`src/rtl/multicycle_control_fsm.sv`:
```
// +--------------------------------------------------------------------------+
// | multicycle_control_fsm : Moore control FSM for a multicycle RV32 datapath |
// | Optional: MULTICYCLE_ILLEGAL_TRAP_EN (trap on unsupported opcodes)        |
// | Revision : 1.0                                                            |
// +--------------------------------------------------------------------------+
`default_nettype none

module multicycle_control_fsm #(
  parameter int STATE_W = 4
) (
  input  logic               clk,
  input  logic               resetn,
  input  logic [6:0]         opcode,
  input  logic [2:0]         funct3,
  input  logic               zero,
  input  logic               mem_ready,
  output logic               pc_write,
  output logic               ir_write,
  output logic               adr_src,
  output logic               mem_write,
  output logic               reg_write,
  output logic [1:0]         alu_src_a,
  output logic [1:0]         alu_src_b,
  output logic [1:0]         result_src,
  output logic [1:0]         alu_op,
  output logic               illegal_instr,
  output logic [STATE_W-1:0] state_dbg
);

  typedef enum logic [STATE_W-1:0] {
    IDLE     = STATE_W'(0),
    FETCH    = STATE_W'(1),
    DECODE   = STATE_W'(2),
    MEMADR   = STATE_W'(3),
    MEMREAD  = STATE_W'(4),
    MEMWB    = STATE_W'(5),
    MEMWRITE = STATE_W'(6),
    EXECR    = STATE_W'(7),
    EXECI    = STATE_W'(8),
    ALUWB    = STATE_W'(9),
    JAL      = STATE_W'(10),
    BRANCH   = STATE_W'(11),
    TRAP     = STATE_W'(12)
  } state_t;

  localparam logic [6:0] OP_LOAD   = 7'b0000011;
  localparam logic [6:0] OP_STORE  = 7'b0100011;
  localparam logic [6:0] OP_RTYPE  = 7'b0110011;
  localparam logic [6:0] OP_ITYPE  = 7'b0010011;
  localparam logic [6:0] OP_JAL    = 7'b1101111;
  localparam logic [6:0] OP_BRANCH = 7'b1100011;

  localparam logic [1:0] SRC_A_PC    = 2'b00;
  localparam logic [1:0] SRC_A_OLDPC = 2'b01;
  localparam logic [1:0] SRC_A_RS1   = 2'b10;
  localparam logic [1:0] SRC_B_RS2   = 2'b00;
  localparam logic [1:0] SRC_B_IMM   = 2'b01;
  localparam logic [1:0] SRC_B_FOUR  = 2'b10;
  localparam logic [1:0] RES_ALUOUT  = 2'b00;
  localparam logic [1:0] RES_DATA    = 2'b01;
  localparam logic [1:0] RES_ALURES  = 2'b10;
  localparam logic [1:0] ALU_ADD     = 2'b00;
  localparam logic [1:0] ALU_SUB     = 2'b01;
  localparam logic [1:0] ALU_FUNCT   = 2'b10;

  state_t state;
  state_t state_next;

  always_ff @(posedge clk or negedge resetn) begin
    if (!resetn) begin
      state <= IDLE;
    end else begin
      state <= state_next;
    end
  end

  always_comb begin
    state_next = state;
    pc_write   = 1'b0;
    ir_write   = 1'b0;
    adr_src    = 1'b0;
    mem_write  = 1'b0;
    reg_write  = 1'b0;
    alu_src_a  = SRC_A_PC;
    alu_src_b  = SRC_B_RS2;
    result_src = RES_ALUOUT;
    alu_op     = ALU_ADD;

    case (state)
      IDLE: begin
        state_next = FETCH;
      end

      // PC + 4 goes straight back to the PC through the ALUResult path
      FETCH: begin
        adr_src    = 1'b0;
        alu_src_a  = SRC_A_PC;
        alu_src_b  = SRC_B_FOUR;
        alu_op     = ALU_ADD;
        result_src = RES_ALURES;
        pc_write   = mem_ready;
        ir_write   = mem_ready;
        state_next = mem_ready ? DECODE : FETCH;
      end

      DECODE: begin
        alu_src_a = SRC_A_OLDPC;
        alu_src_b = SRC_B_IMM;
        alu_op    = ALU_ADD;
        case (opcode)
          OP_LOAD, OP_STORE: state_next = MEMADR;
          OP_RTYPE:          state_next = EXECR;
          OP_ITYPE:          state_next = EXECI;
          OP_JAL:            state_next = JAL;
          OP_BRANCH:         state_next = BRANCH;
`ifdef MULTICYCLE_ILLEGAL_TRAP_EN
          default:           state_next = TRAP;
`else
          default:           state_next = FETCH;
`endif
        endcase
      end

      MEMADR: begin
        alu_src_a  = SRC_A_RS1;
        alu_src_b  = SRC_B_IMM;
        alu_op     = ALU_ADD;
        state_next = (opcode == OP_LOAD) ? MEMREAD : MEMWRITE;
      end

      MEMREAD: begin
        adr_src    = 1'b1;
        result_src = RES_ALUOUT;
        state_next = mem_ready ? MEMWB : MEMREAD;
      end

      MEMWB: begin
        result_src = RES_DATA;
        reg_write  = 1'b1;
        state_next = FETCH;
      end

      // Strobe is held until the memory acknowledges the write
      MEMWRITE: begin
        adr_src    = 1'b1;
        result_src = RES_ALUOUT;
        mem_write  = 1'b1;
        state_next = mem_ready ? FETCH : MEMWRITE;
      end

      EXECR: begin
        alu_src_a  = SRC_A_RS1;
        alu_src_b  = SRC_B_RS2;
        alu_op     = ALU_FUNCT;
        state_next = ALUWB;
      end

      EXECI: begin
        alu_src_a  = SRC_A_RS1;
        alu_src_b  = SRC_B_IMM;
        alu_op     = ALU_FUNCT;
        state_next = ALUWB;
      end

      ALUWB: begin
        result_src = RES_ALUOUT;
        reg_write  = 1'b1;
        state_next = FETCH;
      end

      // Jump target (in ALUOut from DECODE) loads the PC while OldPC + 4 is formed for rd
      JAL: begin
        alu_src_a  = SRC_A_OLDPC;
        alu_src_b  = SRC_B_FOUR;
        alu_op     = ALU_ADD;
        result_src = RES_ALUOUT;
        pc_write   = 1'b1;
        state_next = ALUWB;
      end

      BRANCH: begin
        alu_src_a  = SRC_A_RS1;
        alu_src_b  = SRC_B_RS2;
        alu_op     = ALU_SUB;
        result_src = RES_ALUOUT;
        case (funct3)
          3'b000:  pc_write = zero;
          3'b001:  pc_write = ~zero;
          default: pc_write = 1'b0;
        endcase
        state_next = FETCH;
      end

      TRAP: begin
`ifdef MULTICYCLE_ILLEGAL_TRAP_EN
        state_next = TRAP;
`else
        state_next = IDLE;
`endif
      end

      default: begin
        state_next = IDLE;
      end
    endcase
  end

`ifdef MULTICYCLE_ILLEGAL_TRAP_EN
  // TRAP is only left through reset, so the flag is sticky by construction
  assign illegal_instr = (state == TRAP);
`else
  assign illegal_instr = 1'b0;
`endif

  assign state_dbg = state;

endmodule

`default_nettype wire

```
`config.mk`:
```
export PLATFORM = sky130hd
export DESIGN_NAME = multicycle_control_fsm
export DESIGN_NICKNAME = d
export VERILOG_FILES = /design/src/rtl/multicycle_control_fsm.sv
export SDC_FILE = /design/constraint.sdc
export NUM_CORES = 1
export LEC_CHECK = 0
export CELL_PAD_IN_SITES_DETAIL_PLACEMENT = 0
export CELL_PAD_IN_SITES_GLOBAL_PLACEMENT = 1
export CORE_AREA = 2 2 49 51
export CTS_CLUSTER_DIAMETER = 50
export DETAILED_ROUTE_END_ITERATION = 10
export DIE_AREA = 0 0 51 53
export GPL_TIMING_DRIVEN = 0
export MAX_ROUTING_LAYER = met4
export PLACE_DENSITY = 0.88
export SLEW_MARGIN = 30
export SYNTH_ARGS = -nofsm -noshare
export SYNTH_HDL_FRONTEND = slang
export SYNTH_SLANG_ARGS = --single-unit
```
`constraint.sdc`:
```
create_clock -name clk -period 3.08 [get_ports clk]
set_input_delay 0.616 -clock clk [delete_from_list [all_inputs] [get_ports clk]]
set_output_delay 0.616 -clock clk [all_outputs]
set_load 0.01 [all_outputs]
```
; After elaboration in Yosys (flattened, before gate mapping)
; Cells that the tools add are included.
[totals]
reg_bits = 4
inputBits = 14
output_inout_bits = 18
wordCells = 48
[op_classes]
eq_ne = 18
muxes = 16
bitwise_logic = 1
reduce_logical = 12
[op_table]
columns = cell, n
row1 = 4-bit case mux with 7 select lines, 1
row2 = 4-bit case mux with 5 select lines, 1
row3 = 4-bit by 3-bit == test with 1-bit output (second input constant), 4
row4 = 4-bit == test (second input constant), 4
row5 = 2-bit case mux with 2 select lines, 4
row6 = 7-bit by 6-bit == test with 1-bit output (second input constant), 2
row7 = 7-bit == test (second input constant), 2
row8 = 2-bit OR reduction, 6
row9 = 4-bit by 2-bit == test with 1-bit output (second input constant), 2
row10 = 4-bit OR reduction, 2
row11 = 7-bit by 2-bit == test with 1-bit output (second input constant), 1
row12 = 7-bit by 5-bit == test with 1-bit output (second input constant), 1
row13 = 3-bit OR reduction, 2
row14 = 1-bit two-way mux, 5
row15 = 4-bit by 1-bit == test with 1-bit output (second input constant), 1
row16 = 4-bit zero test, 1
row17 = 2-bit two-way mux, 2
row18 = 3-bit by 1-bit == test with 1-bit output (second input constant), 1
row19 = 3-bit zero test, 1
row20 = 3-bit two-way mux, 1
row21 = 1-bit case mux with 3 select lines, 1
row22 = 1-bit case mux with 2 select lines, 1
row23 = 1-bit NOT, 1

; Longest topological paths before layout
[depth]
depth_word = 4
ltp_mapped = 5
ltp_nobuf = 4

; Worst setup path before layout
; Ideal clock, no wire load.
[synth_path]
kind = reg-to-output
start = register state[1], in the netlist state_dbg[1]
end = output port ir_write
t_arrival_ns = 1.291
required_ns = 2.464
setup_slack_ns = 1.173
stages_incl_launch_ff = 5
path_buffers = 1
cell_sequence = dfrtp_1 -> buf_2 -> nand2b_1 -> nor3_1 -> and2_1
[synth_between]
elab_chain_len = 2
[synth_rtl]
columns = element, line
row1 = start: declaration, 66  ; state_t state;
row2 = start signal: assignment, 73  ; state <= state_next;
row3 = 4-bit by 1-bit == test with 1-bit output, 89  ; case (state)
row4 = 1-bit two-way mux, 89
row5 = end: declaration, 18  ; output logic ir_write,
; No other way between the ends.

; Worst setup path in the final report
[layout_path]
start = input port mem_ready
end = output port pc_write
[layout_between]
elab_chain_len = 1
[layout_rtl]
columns = element, line
row1 = start: declaration, 16  ; input logic mem_ready,
row2 = 1-bit case mux with 3 select lines, 89
row3 = end: declaration, 17  ; output logic pc_write,
; No other way between the ends.

==> results.yml <==
global_route:
  overflow: 0
  grt_start_max_net_pins: 11
  antenna_found_initial: 0
  grt_use_total: 0.1126
  grt_pass1_vias: 583
  grt_pass1_wl_mm: 2.304
hold_path:
  min_path_type: "input port to asynchronous set/reset pin"
sta:
  fin_ws_ns: 0.2698
  fmax_ghz: 0.3558
  setup_tns_ns: 0
  period_share: 0.9124
  hold_slack_ns: 0.5850
  rsz0062_at_grt: "false"
  min_period_ns: 2.810
  maxSlewViolCount: 0
  final-setup-viol-count: 0
  final-hold-violation-count: 0
  finClkSkew_ns: 0.004033
finish:
  final_util: 0.4176
  design_area_sq_um: 897.1
  largest_reg_flops: 4
  final_layout_size_suffix_gt1_frac: 0.1308
  synthToLayoutAreaGrowth_pct: 66.36
  final_cells: 135
  nets: 123
  antennaDiodeCount: 0
yosys:
  yosys.area.top_type: "dfrtp_1"
  synth-edff-count: 0
  synthXorXnorAreaFrac: 0.01624
  netlist_top_cells_count: "nor2_1, nand2_1, o21ai_0"
  synth_top_area_frac: 0.1856
  synthAdderAreaFrac: 0
  async_reset_ff_frac: 1.000
  syn_inst: 74
  synth-seq-cells: 4
  synth_warnings: 0
  synthTopCellsByArea: "dfrtp_1, nor2_1, clkbuf_8, nand2_1, o311ai_4"
  synth_area_per_cell_sq_um: 7.287
  synth_compound_area_frac: 0.3271
  synthMostInstantiatedCell: "nor2_1"
  synth.distinct_cells: 35
  synth_top_family_by_area: "simple AND/OR/NAND/NOR gates"
  synth_ff_type: "dfrtp_1"
  yosysSeqAreaShare: 0.1856
  yosys.area_share.simple: 0.3318
  syn_area_sq_um: 539.3
  synth_mux_area_frac: 0.01856
  synth_nets: 88
drt:
  route.met3.wl_um: 119
  via_per_inst: 4.748
  drtAntennaViolNets: 0
  remaining_drc_errors: 0
  wire_per_inst_um: 10.78
  wl_met2_um: 678
  dr.pass1.iters: 4
  drt-met1-wl_um: 657
  topRoutingLayerUsed: "met3"
  drt_iter0_drc: 15
  vias: 641
  wl_mm: 1.455
worst_setup_path:
  timing.rr.start: "state_dbg[2]$_DFF_PN0_"
  critPathLaunchType: "input port"
  crit_fanout: 6
  critical_path_class: "input port to output port"
  required_ns: 2.46
  reg2reg_depth: 4
  r2r_setup_slack_ns: 1.71
  crit_path_end_kind: "output port"
  worstReg2RegEnd: "state_dbg[1]$_DFF_PN0_"
  worstPathArrival_ns: 2.19
die:
  start_util: 0.2510
  dieArea_sq_mm: 0.002703
  core.rowCount: 17
  core-area_sq_mm: 0.002148
  die_h_um: 53
  die_w_um: 51
  io_pins: 32
placement:
  dp.cells: 132
  io_buffers: 30
  dp_hpwl_mm: 1.176
  place_congestion: 0.8387
  pre_cts_slack_ns: 0.2685
  dpl_cell_area_sq_um: 874.6
outcome:
  status: "complete, no violations"
cts:
  numCtsBuffers: 3
  clkTransAtPathRegs_ns: 0.04
  cts-root-buf: "clkbuf_4"
  hold_buffers: 0
  htreeDepth: 1
  cts_sinks: 4
  clkLatencyLatePin_ns: 0.23
  cts.repair.resized: 0
  cts_tree: "yes"
  post-cts-setup-buffer-count: 0
  cts_max_path_buffers: 2
pwr:
  p_leak_nw: 0.3395
  power_density_mw_per_mm2: 660.0
  total_power_uw: 592.1
  irDropWorstVdd_v: 0.0003315
flow_run:
  cap_violations: 0
layer usage:
| metal | GRT usage | vias to the layer above |
|---|---|---|
| met3 | 0.01977 | 0 |
| met4 | 0.04054 | 0 |
| met1 | 0.1363 | 276 |
| li1 | - | 334 |
| met5 | - | - |
| met2 | 0.1883 | 31 |
cell families (layout without fill, tap and decap cells):
kind of cell / count (synthesis) / in the layout
flip-flops: 4 / 4
multiplexers: 1 / 1
AND/OR/NAND/NOR: 36 / 36
buffers and inverters: 9 / 42
XOR/XNOR: 1 / 1
other: 1 / 1
AO/OA/AOI/OAI: 22 / 22
final cells by class:
cell class	instances	area, sq um
multi-input cells	61	377.9
well taps	28	35.03
plain buffers	6	50.05
fillers	233	1251
flip-flops and latches	4	100.1
clock buffers	3	22.52
repair buffers	30	300.3
inverters	3	11.26
where the power goes:
group	switching (mW)	internal, mW	leakage, nW	total, mW
Sequential	0.0126	0.0705	0.0512	0.0832
Clock	0.0203	0.0435	0.0138	0.0638
Combinational	0.212	0.233	0.274	0.445
Total	0.245	0.347	0.340	0.592
placed cells by master, fill, tap and decap left out, drive strengths merged:
cell type / instances
or2: 1
nand4: 1
or2b: 1
and2: 1
nand2b: 3
mux2i: 1
a211oi: 1
o21a: 1
nand3b: 1
clkdlybuf4s50: 30
o21ai: 5
nand3: 3
o221ai: 2
o31ai: 1
a21boi: 1
conb: 1
a22o: 1
or4: 1
o21bai: 1
dfrtp: 4
buf: 3
nor3: 3
a21oi: 3
xnor2: 1
nor2: 13
o211ai: 1
nand2: 7
o311ai: 1
a31oi: 2
inv: 3
and3b: 1
clkbuf: 6
o32a: 2
critical path: stages:
cell and delay [ns]:
clkdlybuf4s50_1 0.56, nand2_1 0.10, o31ai_1 0.22, a22o_1 0.17
clkdlybuf4s50_1 0.52
how the worst max path moves through the flow:
stage	start	endpoint	slack, ns	cells past startpoint
after floorplan	state_dbg[1]$_DFF_PN0_	ir_write	1.17	4
after global placement	mem_ready	pc_write	0.25	5
after detailed placement	mem_ready	pc_write	0.27	5
after CTS	mem_ready	pc_write	0.26	5
after global routing	mem_ready	pc_write	0.19	5
final	mem_ready	pc_write	0.27	5
(Power assumes the default switching activity.)
